===== config.mk =====
export PLATFORM = sky130hd
export DESIGN_NAME = ctrl_pipe_chain
export DESIGN_NICKNAME = d
export VERILOG_FILES = /design/src/rtl/ctrl_pipe_chain.sv
export SDC_FILE = /design/constraint.sdc
export NUM_CORES = 1
export LEC_CHECK = 0
export CORE_ASPECT_RATIO = 0.6
export CORE_MARGIN = 4
export CORE_UTILIZATION = 51
export CTS_CLUSTER_SIZE = 12
export DETAILED_ROUTE_END_ITERATION = 10
export GPL_TIMING_DRIVEN = 1
export PLACE_DENSITY = 0.84
export SYNTH_ARGS = -nofsm -noshare
export SYNTH_HDL_FRONTEND = slang
export SYNTH_SLANG_ARGS = --single-unit

===== constraint.sdc =====
create_clock -name clk -period 3 [get_ports clk]
set_input_delay 0.75 -clock clk [delete_from_list [all_inputs] [get_ports clk]]
set_output_delay 0.75 -clock clk [all_outputs]
set_load 0.03 [all_outputs]

===== src/rtl/ctrl_pipe_chain.sv =====
// ctrl_pipe_chain: cascade of control-word pipeline registers with
// per-stage stall/flush, automatic bubble insertion behind a stalled
// stage, and saturating stall/flush statistics counters.
module ctrl_pipe_chain #(
  parameter int               WIDTH      = 5,
  parameter int               STAGES     = 2,
  parameter logic [WIDTH-1:0] BUBBLE_VAL = '0,
  parameter int               CNT_W      = 16
) (
  input  logic                      clk,
  input  logic                      reset,
  input  logic [WIDTH-1:0]          in_ctrl,
  input  logic                      in_valid,
  input  logic [STAGES-1:0]         stall,
  input  logic [STAGES-1:0]         flush,
  input  logic                      cnt_clr,
  output logic [STAGES*WIDTH-1:0]   out_ctrl,
  output logic [STAGES-1:0]         out_valid,
  output logic [CNT_W-1:0]          stall_cnt,
  output logic [CNT_W-1:0]          flush_cnt
);

  logic [WIDTH-1:0]  word_q [STAGES];
  logic [WIDTH-1:0]  word_d [STAGES];
  logic [STAGES-1:0] valid_q;
  logic [STAGES-1:0] valid_d;
  logic [CNT_W-1:0]  stall_cnt_q;
  logic [CNT_W-1:0]  stall_cnt_d;
  logic [CNT_W-1:0]  flush_cnt_q;
  logic [CNT_W-1:0]  flush_cnt_d;

  logic [STAGES-1:0] hold;
  logic [WIDTH-1:0]  feed_word [STAGES];
  logic [STAGES-1:0] feed_valid;
  logic [STAGES-1:0] feed_hold;

  // Effective hold: a stage freezes if it or any stage downstream of it stalls.
  always_comb begin
    hold = '0;
    for (int i = 0; i < STAGES; i++) begin
      hold[i] = |(stall >> i);
    end
  end

  // What each stage would capture: stage 0 sees the input port, later
  // stages see their predecessor. Stage 0 has no upstream hold, so it never
  // takes the bubble path.
  always_comb begin
    feed_word[0]  = in_ctrl;
    feed_valid[0] = in_valid;
    feed_hold[0]  = 1'b0;
    for (int i = 1; i < STAGES; i++) begin
      feed_word[i]  = word_q[i-1];
      feed_valid[i] = valid_q[i-1];
      feed_hold[i]  = hold[i-1];
    end
  end

  // Per-stage next state: flush beats hold, hold beats bubble, bubble beats load.
  always_comb begin
    for (int i = 0; i < STAGES; i++) begin
      word_d[i]  = feed_word[i];
      valid_d[i] = feed_valid[i];
      if (flush[i]) begin
        word_d[i]  = BUBBLE_VAL;
        valid_d[i] = 1'b0;
      end else if (hold[i]) begin
        word_d[i]  = word_q[i];
        valid_d[i] = valid_q[i];
      end else if (feed_hold[i]) begin
        // Upstream is frozen but this stage drains: fill the gap with a bubble.
        word_d[i]  = BUBBLE_VAL;
        valid_d[i] = 1'b0;
      end
    end
  end

  // Saturating event counters; a clear wins over a same-cycle increment.
  always_comb begin
    stall_cnt_d = stall_cnt_q;
    flush_cnt_d = flush_cnt_q;
    if (cnt_clr) begin
      stall_cnt_d = '0;
      flush_cnt_d = '0;
    end else begin
      if ((|stall) && !(&stall_cnt_q)) stall_cnt_d = stall_cnt_q + CNT_W'(1);
      if ((|flush) && !(&flush_cnt_q)) flush_cnt_d = flush_cnt_q + CNT_W'(1);
    end
  end

  // State registers with synchronous reset to bubbles and zeroed counters.
  always_ff @(posedge clk) begin
    if (reset) begin
      for (int i = 0; i < STAGES; i++) word_q[i] <= BUBBLE_VAL;
      valid_q     <= '0;
      stall_cnt_q <= '0;
      flush_cnt_q <= '0;
    end else begin
      for (int i = 0; i < STAGES; i++) word_q[i] <= word_d[i];
      valid_q     <= valid_d;
      stall_cnt_q <= stall_cnt_d;
      flush_cnt_q <= flush_cnt_d;
    end
  end

  // Flatten stage registers onto the output bus; no logic between flop and port.
  always_comb begin
    out_ctrl = '0;
    for (int i = 0; i < STAGES; i++) begin
      out_ctrl[i*WIDTH +: WIDTH] = word_q[i];
    end
  end

  assign out_valid = valid_q;
  assign stall_cnt = stall_cnt_q;
  assign flush_cnt = flush_cnt_q;

endmodule


==> results.yml <==
finish:
  num_antenna_cells: 0
  fillCellCount: 298
  finalNetCount: 323
  area_growth_pct: 33.08
  post_route_cells_drive_above_1_share_pct: 7.120
  final_core_utilization_pct: 73.38
floorplan:
  fp.coreArea_mm2: 0.003807
  die_width_um: 90.83
  die-area_mm2: 0.005241
  ioPinCount: 57
  num_rows: 17
  initial_core_util_pct: 55.14
  die_y_um: 57.70
clocking:
  cts.root.buffer_cell: "sky130_fd_sc_hd__clkbuf_8"
  cts_tree: "done"
  cts_sinks: 44
  ctsHtreeMaxLevel: 2
  clock_insertion_delay_worst_skew_ps: 300
  tritoncts.num_buffers: 5
  post_cts_buffers: 0
  max-clock-path-buffers: 2
  post_cts_resize_count: 0
  worst_setup_hold_path_clk_slew_ps: 80
  cts.hold.buffers_added: 0
setup_path:
  critPathRequiredTime_ps: 3230
  timing.critical_path.to_type: "flip-flop"
  worstPathArrival_ps: 2580
  critical_path_type: "in -> reg"
  cp_max_fo: 9
  start_kind: "input pin"
synth:
  synthDominantCellAreaShare_pct: 41.95
  share_of_synthesized_registers_carrying_an_async_set_or_reset_pct: 0
  netlist.top_cell.by_area: "sky130_fd_sc_hd__dfxtp_1"
  synth.most_common_cell: "sky130_fd_sc_hd__dfxtp_1"
  synth_area_mm2: 0.002100
  synth_enable_flop_cells: 0
  synth_sequential_area_ratio_pct: 41.95
  yosysUniqueCellTypes: 39
  post_synth.cell_area_avg_um2: 8.298
  post_synth_most_frequent_cells: "sky130_fd_sc_hd__dfxtp_1, sky130_fd_sc_hd__a21oi_1, sky130_fd_sc_hd__nand2_1"
  ys.warnings.count: 0
  largest_cells_by_area_after_synthesis: "sky130_fd_sc_hd__dfxtp_1, sky130_fd_sc_hd__a21oi_1, sky130_fd_sc_hd__nand2_1, sky130_fd_sc_hd__or3_1, sky130_fd_sc_hd__nor2_1"
  net_count_of_the_mapped_netlist: 268
  synth_cells: 253
  synth-seq-cells: 44
  ys.flop_type: "sky130_fd_sc_hd__dfxtp_1"
power:
  p_leak_nw: 0.8706
  cellPowerDensity_mw_per_mm2: 377.9
  peakVddDrop_mv: 0.2922
routing:
  drc_errors: 0
  via_count_of_the_routed_design: 2130
  routed_via_density: 5.983
  drt.antenna.violating_nets: 0
  firstDrtPassIters: 4
  detailed_route_wire_length_um: 5391
  routedWlPerCell_um: 15.14
  detailedRoute.firstIterationViolations: 103
placed_design:
  dpl.hpwl_um: 3937
  numPortBuffers: 56
  gp_congestion: 0.8422
  placement.setup.worst_slack_ps: 340.7
sta:
  tns_ps: 0
  max_freq_mhz: 425.8
  period_share_pct: 78.28
  finalCriticalPeriod_ps: 2348
  hold_viol: 0
  setup_viol: 0
  final_critical_path_setup_slack_ps: 651.7
  rsz0062_at_grt: "false"
  report.final.slew_viol_count: 0
  clock-skew-final_ps: 7.008
  max_slew.worst_pin.slew_ps: 687.3
  relSlewSlack_pct: 53.80
global_route:
  grt_antenna_before_repair: 0
  grt_pass1_wl_um: 9321
  grt_remaining_overflow: 0
  tot_gr_track_use_pct: 21.37
  grt_start_max_net_pins: 28
  vias_in_the_first_global_route: 1983
hold_path:
  timing.hold.worst.class: "reg -> reg"
job:
  max_cap_viol_count: 0
outcome:
  outcome: "completed"
registers in the layout, summed over array words and instances, names as in the netlist:
signal / count
out_valid: 2
word_q: 10
flush_cnt: 16
stall_cnt: 16
cell families (layout without fill, tap and decap cells):
group,Yosys count,in the layout,share of synthesized area (%)
simple gates,123,123,32.66
buf+inv,14,70,2.682
xor+xnor,2,2,0.8345
fa+ha+maj,2,2,1.192
mux,5,5,2.384
compound gates,63,63,18.30
flops,44,44,41.95
worst paths after layout:
kind	start	endpoint	slack [ps]	depth (start not counted)
worst max-delay path	stall[0]	stall_cnt[9]	650	5
worst max register to register	stall_cnt[2]	stall_cnt[9]	1030	4
worst min register to register	word_q[0][4]	word_q[0][4]	480	2
worst min-delay path	word_q[0][4]	word_q[0][4]	480	2
critical path, stage by stage:
cell and delay, ps:
sky130_fd_sc_hd__clkdlybuf4s50_1 480, sky130_fd_sc_hd__nor2_1 60, sky130_fd_sc_hd__or4_1 620, sky130_fd_sc_hd__or4_1 510, sky130_fd_sc_hd__a21oi_1 150
per-layer routing:
layer  share of wire [%]  track usage, %
met5                   0               0
met2                  43           31.40
met4                0.67           6.867
met3                 6.8           5.188
met1                  49           30.88
cells in the final DEF, fill, tap and decap left out, types with 3 or more instances in the layout:
cell type | synthesis | final
sky130_fd_sc_hd__nand3_1 | 12 | 12
sky130_fd_sc_hd__nor3b_1 | 7 | 7
sky130_fd_sc_hd__o21ai_0 | 12 | 12
sky130_fd_sc_hd__a31oi_1 | 3 | 3
sky130_fd_sc_hd__or2_2 | 6 | 6
sky130_fd_sc_hd__dfxtp_1 | 44 | 44
sky130_fd_sc_hd__or3_1 | 13 | 13
sky130_fd_sc_hd__or4_1 | 8 | 8
sky130_fd_sc_hd__a21oi_1 | 29 | 29
sky130_fd_sc_hd__clkdlybuf4s50_1 | 0 | 56
sky130_fd_sc_hd__nand4_1 | 10 | 10
sky130_fd_sc_hd__buf_4 | 0 | 5
sky130_fd_sc_hd__o31ai_1 | 6 | 6
sky130_fd_sc_hd__nor2_1 | 17 | 17
sky130_fd_sc_hd__nor4_1 | 4 | 4
sky130_fd_sc_hd__nor3_1 | 7 | 7
sky130_fd_sc_hd__mux2i_1 | 5 | 5
sky130_fd_sc_hd__and4_1 | 3 | 3
sky130_fd_sc_hd__nand2_1 | 27 | 27
sky130_fd_sc_hd__clkbuf_8 | 0 | 6
metrics by stage:
| stage | area (um2) | cells | total power [mW] | hold slack, ps |
|---|---|---|---|---|
| floorplan | 2100 | 253 | 0.6450 | 590.7 |
| global placement | 2704 | 348 | 0.6810 | 457.7 |
| detailed placement | 2704 | 348 | 0.6826 | 465.3 |
| CTS | 2794 | 356 | 1.058 | 474.2 |
| global route | 2794 | 356 | 1.089 | 506.6 |
| finish | 2794 | 356 | 1.056 | 479.3 |
power breakdown:
part / internal [mW] / switching, mW
combinational: 0.0338 / 0.0422
clock: 0.188 / 0.199
sequential: 0.588 / 0.00495
total: 0.810 / 0.246
cell type report:
class	count	area, um2	share of cell area [%]
Inverter	1	3.754	0.1343
Tap cell	47	58.81	2.105
Clock buffer	8	90.09	3.224
Timing Repair Buffer	61	598.1	21.41
Multi-Input combinational cell	195	1162	41.60
Sequential cell	44	880.8	31.53
Note: power is estimated with default switching activity, not from simulation.
